--- config.mk ---
export PLATFORM = sky130hd
export DESIGN_NAME = keypad_entry
export DESIGN_NICKNAME = d
export VERILOG_FILES = /design/src/rtl/kitchen_timer_pkg.sv /design/src/rtl/keypad_scan.sv /design/src/rtl/keypad_entry.sv
export SDC_FILE = /design/constraint.sdc
export NUM_CORES = 1
export LEC_CHECK = 0
export CORE_ASPECT_RATIO = 1.1
export CORE_MARGIN = 10
export CORE_UTILIZATION = 45
export DETAILED_ROUTE_END_ITERATION = 6
export PLACE_DENSITY = 0.65
export RECOVER_POWER = 100
export SYNTH_ARGS = -nofsm -noshare
export SYNTH_HDL_FRONTEND = slang
export SYNTH_HIERARCHICAL = 1
export SYNTH_SLANG_ARGS = --single-unit
--- constraint.sdc ---
create_clock -name clk -period 5.3 [get_ports clk]
set_clock_uncertainty 0.1 [all_clocks]
set_input_delay 1.06 -clock clk [delete_from_list [all_inputs] [get_ports clk]]
set_output_delay 1.06 -clock clk [all_outputs]
set_load 0.02 [all_outputs]
--- src/rtl/kitchen_timer_pkg.sv ---
// kitchen_timer_pkg
// Shared types and helpers for the kitchen timer input path.
//   state_t       : keypad FSM states (SCAN, DEBOUNCE, PRESSED, RELEASE)
//   KEY_CLEAR     : key code that clears the digit register
//   ROWS_IDLE     : row pattern with no key pulling any row low
//   keymap()      : (row index, column index) -> 4-bit hex key code
//   single_low()  : true when exactly one (active-low) row bit is low
//   low_index()   : index of the lowest low row bit
package kitchen_timer_pkg;

  typedef enum logic [1:0] {
    SCAN     = 2'd0,
    DEBOUNCE = 2'd1,
    PRESSED  = 2'd2,
    RELEASE  = 2'd3
  } state_t;

  localparam logic [3:0] KEY_CLEAR = 4'hC;
  localparam logic [3:0] ROWS_IDLE = 4'hF;

  // PmodKYPD layout:
  //   r0: 1 2 3 A
  //   r1: 4 5 6 B
  //   r2: 7 8 9 C
  //   r3: 0 F E D
  function automatic logic [3:0] keymap(input logic [1:0] r, input logic [1:0] c);
    logic [3:0] code;
    case ({r, c})
      4'h0: code = 4'h1;
      4'h1: code = 4'h2;
      4'h2: code = 4'h3;
      4'h3: code = 4'hA;
      4'h4: code = 4'h4;
      4'h5: code = 4'h5;
      4'h6: code = 4'h6;
      4'h7: code = 4'hB;
      4'h8: code = 4'h7;
      4'h9: code = 4'h8;
      4'hA: code = 4'h9;
      4'hB: code = 4'hC;
      4'hC: code = 4'h0;
      4'hD: code = 4'hF;
      4'hE: code = 4'hE;
      default: code = 4'hD;
    endcase
    return code;
  endfunction

  // Several low rows on one column means ghosting or a multi-key chord;
  // only a single low row is a usable key.
  function automatic logic single_low(input logic [3:0] rows);
    logic hit;
    case (rows)
      4'b1110, 4'b1101, 4'b1011, 4'b0111: hit = 1'b1;
      default: hit = 1'b0;
    endcase
    return hit;
  endfunction

  function automatic logic [1:0] low_index(input logic [3:0] rows);
    logic [1:0] idx;
    idx = 2'd0;
    for (int i = 3; i >= 0; i--) begin
      if (!rows[i]) begin
        idx = 2'(i);
      end
    end
    return idx;
  endfunction

endpackage

--- src/rtl/keypad_scan.sv ---
// keypad_scan
// Column strobe generator and row synchronizer for a 4x4 matrix keypad.
//   clk      in   system clock
//   reset    in   asynchronous, active-low reset
//   row      in   [3:0] keypad rows, active-low, asynchronous to clk
//   freeze   in   hold the current column at the end of a slot
//   col      out  [3:0] column strobes, active-low, one-cold
//   col_idx  out  [1:0] index of the driven column
//   row_sync out  [3:0] synchronized rows
//   sample   out  high on the last count of each slot; row_sync is valid
//                 for the driven column and has settled SCAN_DIV-1 cycles
module keypad_scan #(
  parameter int SCAN_DIV = 100000
) (
  input  logic       clk,
  input  logic       reset,
  input  logic [3:0] row,
  input  logic       freeze,
  output logic [3:0] col,
  output logic [1:0] col_idx,
  output logic [3:0] row_sync,
  output logic       sample
);

  localparam int CNT_W = (SCAN_DIV > 2) ? $clog2(SCAN_DIV) : 1;
  localparam logic [CNT_W-1:0] SLOT_LAST = CNT_W'(SCAN_DIV - 1);

  logic [CNT_W-1:0] slot_cnt_reg;
  logic [1:0]       col_idx_reg;
  logic [3:0]       row_meta_reg;
  logic [3:0]       row_sync_reg;
  logic             slot_end;

  assign slot_end = (slot_cnt_reg == SLOT_LAST);

  always_ff @(posedge clk or negedge reset) begin
    if (!reset) begin
      slot_cnt_reg <= '0;
      col_idx_reg  <= 2'd0;
      row_meta_reg <= 4'hF;
      row_sync_reg <= 4'hF;
    end else begin
      row_meta_reg <= row;
      row_sync_reg <= row_meta_reg;
      if (slot_end) begin
        slot_cnt_reg <= '0;
        // freeze is evaluated in the same cycle the FSM decides, so a hit
        // seen on this sample keeps the column where the key was found.
        if (!freeze) begin
          col_idx_reg <= col_idx_reg + 2'd1;
        end
      end else begin
        slot_cnt_reg <= slot_cnt_reg + CNT_W'(1);
      end
    end
  end

  genvar gi;
  generate
    for (gi = 0; gi < 4; gi++) begin : g_col
      assign col[gi] = (col_idx_reg != 2'(gi));
    end
  endgenerate

  assign col_idx  = col_idx_reg;
  assign row_sync = row_sync_reg;
  assign sample   = slot_end;

endmodule

--- src/rtl/keypad_entry.sv ---
// keypad_entry
// Scans a 4x4 keypad, debounces presses and releases, emits one key_valid
// pulse per accepted key and shifts digit keys into a 4-digit BCD register.
//   clk       in   system clock
//   reset     in   asynchronous, active-low reset
//   row       in   [3:0] keypad rows, active-low, asynchronous to clk
//   col       out  [3:0] column strobes, active-low, one-cold
//   key_valid out  one-cycle pulse per accepted key
//   key_code  out  [3:0] hex code of the last accepted key (held)
//   digits    out  [15:0] four BCD digits, [15:12] leftmost
module keypad_entry
  import kitchen_timer_pkg::*;
#(
  parameter int SCAN_DIV         = 100000,
  parameter int DEBOUNCE_SAMPLES = 20
) (
  input  logic        clk,
  input  logic        reset,
  input  logic [3:0]  row,
  output logic [3:0]  col,
  output logic        key_valid,
  output logic [3:0]  key_code,
  output logic [15:0] digits
);

  localparam int DB_W = $clog2(DEBOUNCE_SAMPLES + 1);
  localparam logic [DB_W-1:0] DB_TARGET = DB_W'(DEBOUNCE_SAMPLES);

  logic [1:0] scan_col_idx;
  logic [3:0] row_sync;
  logic       sample;
  logic       scan_freeze;

  state_t         state_reg, state_next;
  logic [1:0]     key_col_reg, key_col_next;
  logic [1:0]     key_row_reg, key_row_next;
  logic [DB_W-1:0] match_cnt_reg, match_cnt_next;
  logic [DB_W-1:0] rel_cnt_reg, rel_cnt_next;
  logic           key_valid_reg, key_valid_next;
  logic [3:0]     key_code_reg, key_code_next;
  logic [15:0]    digits_reg, digits_next;

  logic           accept;
  logic [3:0]     key_row_mask;
  logic [3:0]     new_code;

  keypad_scan #(
    .SCAN_DIV (SCAN_DIV)
  ) u_scan (
    .clk      (clk),
    .reset    (reset),
    .row      (row),
    .freeze   (scan_freeze),
    .col      (col),
    .col_idx  (scan_col_idx),
    .row_sync (row_sync),
    .sample   (sample)
  );

  // Frozen whenever the FSM is (or is about to be) tracking a key. Using the
  // next state lets a fresh hit stop the column on the same sample edge and
  // lets an abort/release resume at c+1 on that edge.
  assign scan_freeze = (state_next != SCAN);

  // Row pattern that matches the latched key: only its row low.
  assign key_row_mask = ~(4'b0001 << key_row_reg);
  assign new_code     = keymap(key_row_reg, key_col_reg);

  always_comb begin
    state_next     = state_reg;
    key_col_next   = key_col_reg;
    key_row_next   = key_row_reg;
    match_cnt_next = match_cnt_reg;
    rel_cnt_next   = rel_cnt_reg;
    key_valid_next = 1'b0;
    key_code_next  = key_code_reg;
    digits_next    = digits_reg;
    accept         = 1'b0;

    case (state_reg)
      SCAN: begin
        if (sample && single_low(row_sync)) begin
          key_col_next   = scan_col_idx;
          key_row_next   = low_index(row_sync);
          match_cnt_next = DB_W'(1);
          state_next     = DEBOUNCE;
        end
      end

      DEBOUNCE: begin
        if (sample) begin
          if (row_sync == key_row_mask) begin
            if (match_cnt_reg + DB_W'(1) == DB_TARGET) begin
              match_cnt_next = '0;
              state_next     = PRESSED;
              accept         = 1'b1;
            end else begin
              match_cnt_next = match_cnt_reg + DB_W'(1);
            end
          end else begin
            match_cnt_next = '0;
            state_next     = SCAN;
          end
        end
      end

      PRESSED: begin
        if (sample && (row_sync == ROWS_IDLE)) begin
          rel_cnt_next = DB_W'(1);
          state_next   = RELEASE;
        end
      end

      RELEASE: begin
        if (sample) begin
          if (row_sync == ROWS_IDLE) begin
            if (rel_cnt_reg + DB_W'(1) == DB_TARGET) begin
              rel_cnt_next = '0;
              state_next   = SCAN;
            end else begin
              rel_cnt_next = rel_cnt_reg + DB_W'(1);
            end
          end else begin
            // Release bounce: back to held without a second pulse.
            rel_cnt_next = '0;
            state_next   = PRESSED;
          end
        end
      end

      default: begin
        state_next = SCAN;
      end
    endcase

    // key_code and digits are registered alongside key_valid so all three
    // change together in the pulse cycle.
    if (accept) begin
      key_valid_next = 1'b1;
      key_code_next  = new_code;
      if (new_code <= 4'd9) begin
        digits_next = {digits_reg[11:0], new_code};
      end else if (new_code == KEY_CLEAR) begin
        digits_next = 16'h0000;
      end
    end
  end

  always_ff @(posedge clk or negedge reset) begin
    if (!reset) begin
      state_reg     <= SCAN;
      key_col_reg   <= 2'd0;
      key_row_reg   <= 2'd0;
      match_cnt_reg <= '0;
      rel_cnt_reg   <= '0;
      key_valid_reg <= 1'b0;
      key_code_reg  <= 4'h0;
      digits_reg    <= 16'h0000;
    end else begin
      state_reg     <= state_next;
      key_col_reg   <= key_col_next;
      key_row_reg   <= key_row_next;
      match_cnt_reg <= match_cnt_next;
      rel_cnt_reg   <= rel_cnt_next;
      key_valid_reg <= key_valid_next;
      key_code_reg  <= key_code_next;
      digits_reg    <= digits_next;
    end
  end

  assign key_valid = key_valid_reg;
  assign key_code  = key_code_reg;
  assign digits    = digits_reg;

endmodule

==> Word level (Yosys, flattened, before mapping) <==
Memory sizes are Yosys's and may differ from the RTL's.
Cells that the tools add are included.
{ "totals": {"register_bits": 64, "latch_bits": 0, "mem_bits_rw": 0, "romBits": 64, "inputBits": 6, "wordCells": 88, "n_memories": 1} }
{ "classes": {"add_sub_neg": 4, "mul": 0, "div": 0, "order_cmp": 1, "eq_ne": 20, "shift": 1, "mux": 33, "bitwise_logic": 2, "n_reduce_logical": 14} }
{ "mem_list": {"columns": ["memory", "words", "width", "read_ports", "rd_clocked_by_memory_dff", "wr", "line", "source"], "rows": [
  ["(no name shown)", 16, 4, 1, 0, 0, "kitchen_timer_pkg.sv:28", "case ({r, c})"]
]} }
{ "ops": {"columns": ["cell", "count"], "rows": [
  ["two-way mux 5 bit", 8],
  ["two-way mux 16 bit", 2],
  ["two-way mux 2 bit", 12],
  ["== test 4 bit, second input constant", 5],
  ["one-hot mux 5 bit (2 select lines)", 2],
  ["adder 17 x 1 -> 17 bit, second input constant", 1],
  ["== test 17 bit, second input constant", 1],
  ["two-way mux 17 bit", 1],
  ["!= test 2 bit, second input constant", 6],
  ["adder 5 x 1 -> 5 bit, second input constant", 2],
  ["== test 5 bit, second input constant", 2],
  ["nonzero test 2 bit", 5],
  ["one-hot mux 2 bit (4 select lines)", 1],
  ["two-way mux 1 bit", 7],
  ["AND reduction 2 bit", 3],
  ["AND reduction 3 bit", 2],
  ["== test 2 bit, second input constant", 2],
  ["== test 4 x 3 -> 1 bit, second input constant", 1],
  ["== test 4 bit", 1],
  ["less-or-equal comparator 4 bit, second input constant", 1],
  ["inverter 4 bit", 1],
  ["OR reduction 4 bit", 1],
  ["<< shifter 1 x 2 -> 4 bit, first input constant", 1],
  ["adder 2 x 1 -> 2 bit, second input constant", 1],
  ["5 further kinds", 6]
]} }

==> Depth between registers and ports, before layout <==
{ "depth": {"word_depth": 10, "depth_mapped": 12, "mapped_depth_nobuf": 11} }

==> Hierarchy <==
The synthesis kept the hierarchy.
{ "by_module_without_submodules": {"columns": ["mod", "instances", "cells_per_inst", "area_per_inst_um2", "seq_area_each_um2"], "rows": [
  ["keypad_entry", 1, 191, 1950.6, 925.9],
  ["keypad_scan", 1, 98, 1184.9, 685.7]
]} }

==> Least setup slack after synthesis <==
Ideal clock, no wire load.
{ "synth_path": {"path_kind": "reg-to-reg", "from": "register u_scan.slot_cnt_reg[0]", "to": "register u_scan.col_idx_reg[1] (netlist: u_scan/col_idx[1])", "t_arrival_ns": 2.490, "slack_ns": 2.583, "path_stages_with_launch": 13, "cell_sequence": "dfrtp_1 ha_1 and4_2 and4_1 buf_2 nor2b_1 nand3_1 a21o_4 clkinv_4 a21oi_1 nand4_1 and2b_1 mux2_1"} }
{ "synth_between": {"elab_chain_len": 7, "elab_cells_between_ends": 11, "cone_classes": "1 x eq/ne; 5 x mux; 1 x bitwise; 4 x reduce/logical"} }
{ "synth_lines": {"columns": ["element", "line", "source"], "rows": [
  ["start, declared", "keypad_scan.sv:28", "logic [CNT_W-1:0] slot_cnt_reg;"],
  ["start signal, assigned", "keypad_scan.sv:53", "slot_cnt_reg <= slot_cnt_reg + CNT_W'(1);"],
  ["== test 17 bit (*)", "keypad_scan.sv:34", "assign slot_end = (slot_cnt_reg == SLOT_LAST);"],
  ["via sample", "keypad_entry.sv:31", "logic sample;"],
  ["logical AND 1 bit, on equally long branches", "keypad_entry.sv:108, keypad_entry.sv:82", null],
  ["two-way mux 2 bit, on equally long branches", "keypad_entry.sv:108, keypad_entry.sv:82", null],
  ["one-hot mux 2 bit (4 select lines) (*)", "keypad_entry.sv:80", "case (state_reg)"],
  ["nonzero test 2 bit (*)", "keypad_entry.sv:63", "assign scan_freeze = (state_next != SCAN);"],
  ["via scan_freeze", "keypad_entry.sv:32", "logic scan_freeze;"],
  ["inverter 1 bit (no line) (*)", null, null],
  ["AND reduction 2 bit (no line) (*)", null, null],
  ["end signal, assigned", "keypad_scan.sv:50", "col_idx_reg <= col_idx_reg + 2'd1;"],
  ["end, declared", "keypad_scan.sv:29", "logic [1:0] col_idx_reg;"]
]} }
Mark *: on every way through the listed nets, which the timed path passes. The rest lies on a longest branch.
A chain may end at the register's enable or synchronous reset.

==> Worst setup path after layout <==
{ "layout_path": {"from": "register u_scan.slot_cnt_reg[0]", "to": "register digits_reg[6] (netlist: digits[6])"} }
{ "layout_between": {"elab_chain_len": 4} }
{ "layout_lines": {"columns": ["element", "line", "source"], "rows": [
  ["== test 17 bit", "keypad_scan.sv:34", null],
  ["via sample", "keypad_entry.sv:31", null],
  ["two-way mux 1 bit", "keypad_entry.sv:91", "if (sample) begin"],
  ["two-way mux 1 bit", "keypad_entry.sv:80", null],
  ["via accept", "keypad_entry.sv:43", "logic accept;"],
  ["AND reduction 2 bit (no line)", null, null],
  ["end signal, assigned", "keypad_entry.sv:167", "digits_reg <= digits_next;"],
  ["end, declared", "keypad_entry.sv:41", "logic [15:0] digits_reg, digits_next;"]
]} }
The timed path passes the listed nets, and every way through them passes these cells.

==> results.sh <==
export IMPL_crit_required_ps=5420
export IMPL_setup_viol=0
export IMPL_ys_warns=6
export IMPL_clk_path_buf_depth=2
export IMPL_syn_cell_area_mm2=0.00314
export IMPL_worst_skew_pair_late_latency_ps=340
export IMPL_tritoncts="yes"
export IMPL_htree_num_levels=3
export IMPL_drtPass1Iterations=4
export IMPL_final_layout_size_suffix_gt1_frac=0.116
export IMPL_maxCapViolCount=1
export IMPL_final_seq_area_mm2=0.00161
export IMPL_antennaDiodeCount=0
export IMPL_powerDensity_mw_per_mm2=242
export IMPL_maxSlewViolCount=17
export IMPL_worst_hold_path_type="register to register"
export IMPL_count_of_final_hold_check_violations=0
export IMPL_timing_reg2reg_setup_slack_ps=1670
export IMPL_final_fill_count=607
export IMPL_synth_area_per_cell_um2=10.8
export IMPL_tightest_slew_ps=1840
export IMPL_ios=31
export IMPL_buffer_ports_inserted=30
export IMPL_antenna_violating_nets_post_route=0
export IMPL_r2r_cells=9
export IMPL_finalCriticalPeriod_ps=3630
export IMPL_finish_utilization=0.544
export IMPL_die_area_mm2=0.0107
export IMPL_placeableCoreArea_mm2=0.00667
export IMPL_synth_edf_count=0
export IMPL_vdd_ir_drop_worst_uv=154
export IMPL_cts_hold_buffers=0
export IMPL_clock_sinks=64
export IMPL_period_share=0.685
export IMPL_final_cell_mix="sky130_fd_sc_hd__dfrtp_1, sky130_fd_sc_hd__dlygate4sd3_1, sky130_fd_sc_hd__nand2_1"
export IMPL_grt_util_met1=0.158
export IMPL_final_cell_count_no_fill=411
export IMPL_grtUsageMet2=0.181
export IMPL_grt_max_degree=65
export IMPL_instance_count_along_the_most_critical_hold_path=0
export IMPL_grt_overflow=0
export IMPL_cts_repair_timing_setup_buffer_count=0
export IMPL_via_count_of_the_first_global_routing_pass=2259
export IMPL_yosysUniqueCellTypes=66
export IMPL_path_class="register to register"
export IMPL_ctsResizeCount=0
export IMPL_power_static_leakage_nw=1.65
export IMPL_max_slew_margin_vs_limit=-0.243
export IMPL_avgRoutedWirePerCell_um=14.6
export IMPL_synth_fp_nets=305
export IMPL_synth_flop_cell="sky130_fd_sc_hd__dfrtp_1"
export IMPL_drc=0
export IMPL_detail_route_wirelength_um=6000
export IMPL_via_count=2226
export IMPL_worst_setup_hold_path_clk_slew_ps=70
export IMPL_synthArstFlopShare=1.00
export IMPL_worst_setup_path_end_kind="register"
export IMPL_synth_seq_cells=64
export IMPL_detailedRoute_firstIterationViolations=96
export IMPL_worst_ep_arrival_time_ps=3750
export IMPL_gp_congestion=0.769
export IMPL_failed_checks="max-capacitance violations, max-slew violations"
export IMPL_grt_setup_unrepaired="no"
export IMPL_setup_total_negative_slack_ps=0
export IMPL_multi_input_comb_area_mm2=0.00138
export IMPL_yosysSeqAreaShare=0.514
export IMPL_placedCellCount=395
export IMPL_placementRows=31
export IMPL_fin_hold_ws_ps=255
export IMPL_netlist_instances=289
export IMPL_largest_register_ffs=17
export IMPL_avgViaCountPerCell=5.42
export IMPL_grt_busiest_layer="met2"
export IMPL_fmaxAchievable_ghz=0.276
export IMPL_cts_buffers_inserted=9
export IMPL_status="finished with violations"
export IMPL_layout_commonest_cell="sky130_fd_sc_hd__dfrtp_1"
export IMPL_globalRouteTotalUtil=0.123
export IMPL_cts_root_buffer="sky130_fd_sc_hd__clkbuf_8"
export IMPL_area_growth_syn_to_layout_pct=15.8
export IMPL_dieWidth_um=99.6
export IMPL_grt_antenna_before_repair=0
export IMPL_hpwl_reported_at_the_end_of_detailed_placement_um=4170
export IMPL_grt_pass1_wl_um=10800
export IMPL_timing_critical_path_from_type="register"
export IMPL_final_nets=340
export IMPL_dieHeight_um=108
export IMPL_use_met3=0.0430
export IMPL_maximum_fanout_count_along_the_critical_path=16
export IMPL_initial_utilization=0.470
[logic make-up (layout without fill, tap and decap cells)]
| group | Yosys count | after routing | synth area share |
|---|---|---|---|
| AOI/OAI and AO/OA | 58 | 58 | 0.140 |
| xor gates and xnor gates | 16 | 16 | 0.0447 |
| adders and majority gates | 10 | 10 | 0.0399 |
| buffers and inverters | 26 | 66 | 0.0371 |
| DFF | 64 | 64 | 0.514 |
| muxes | 8 | 8 | 0.0279 |
| and+or+nand+nor | 107 | 107 | 0.196 |
[area by class of cell]
type,instances,area share
sequential,64,0.444
clock inverter,4,0.00551
inverter,19,0.0200
clock buffer,12,0.0400
tap,82,0.0282
multi-input combinational,199,0.379
timing repair buffer,31,0.0834
[metal layers]
layer	part of all wire	wire (um)	vias to the layer above
met1	0.48	2870	1068
met5	0	0	-
met4	0.016	96	0
met3	0.055	328	10
li1	-	-	1108
met2	0.45	2700	40
[power breakdown]
part | switching (mW) | internal [mW]
registers | 0.00288 | 0.494
clock network | 0.184 | 0.179
logic | 0.0118 | 0.00560
[path summary, 6_finish.rpt]
check,from,end
min in group asynchronous,reset,digits[13]
worst min-delay path,u_scan/row_meta_reg[2],u_scan/row_sync[2]
max in group asynchronous,reset,u_scan/col_idx[0]
worst min register to register,u_scan/row_meta_reg[2],u_scan/row_sync[2]
worst max-delay path,u_scan/slot_cnt_reg[0],digits[6]
worst max register to register,u_scan/slot_cnt_reg[0],digits[6]
[cell usage after synthesis (3+ instances only)]
cell,instances,area (um2)
sky130_fd_sc_hd__a21oi_1,7,35.0
sky130_fd_sc_hd__a22o_1,16,140
sky130_fd_sc_hd__and3_1,3,18.8
sky130_fd_sc_hd__and4_1,3,26.3
sky130_fd_sc_hd__dfrtp_1,56,1400
sky130_fd_sc_hd__dfstp_2,8,210
sky130_fd_sc_hd__ha_1,10,125
sky130_fd_sc_hd__inv_1,18,67.6
sky130_fd_sc_hd__mux2_2,5,56.3
sky130_fd_sc_hd__nand2_1,26,97.6
sky130_fd_sc_hd__nand2b_1,7,43.8
sky130_fd_sc_hd__nand3_1,12,60.1
sky130_fd_sc_hd__nand3b_1,4,30.0
sky130_fd_sc_hd__nand4_1,8,50.1
sky130_fd_sc_hd__nor2_1,15,56.3
sky130_fd_sc_hd__nor3_1,4,20.0
sky130_fd_sc_hd__o21ai_0,11,55.1
sky130_fd_sc_hd__o2bb2ai_1,3,26.3
sky130_fd_sc_hd__xnor2_1,11,96.3
sky130_fd_sc_hd__xor2_1,5,43.8
[critical path, cell delays in order, from the launching register on]
cell and delay (ps):
sky130_fd_sc_hd__dfrtp_1 380, sky130_fd_sc_hd__ha_1 230, sky130_fd_sc_hd__and4_2 260, sky130_fd_sc_hd__and4_1 490
sky130_fd_sc_hd__nor2b_1 340, sky130_fd_sc_hd__nand3_1 110, sky130_fd_sc_hd__a21o_1 250, sky130_fd_sc_hd__clkinvlp_2 210
sky130_fd_sc_hd__o21ai_0 650, sky130_fd_sc_hd__a22o_1 470
[metrics by stage]
| stage | area [um2] | setup WS (ps) | power, mW |
|---|---|---|---|
| 2_1_floorplan | 3140 | 2580 | 0.510 |
| 3_3_place_gp | 3500 | 2320 | 0.525 |
| 3_5_place_dp | 3500 | 2240 | 0.525 |
| 4_1_cts | 3670 | 2230 | 0.893 |
| 5_1_grt | 3630 | 1320 | 0.914 |
| 6_report | 3630 | 1670 | 0.877 |
(Power assumes the default switching activity.)
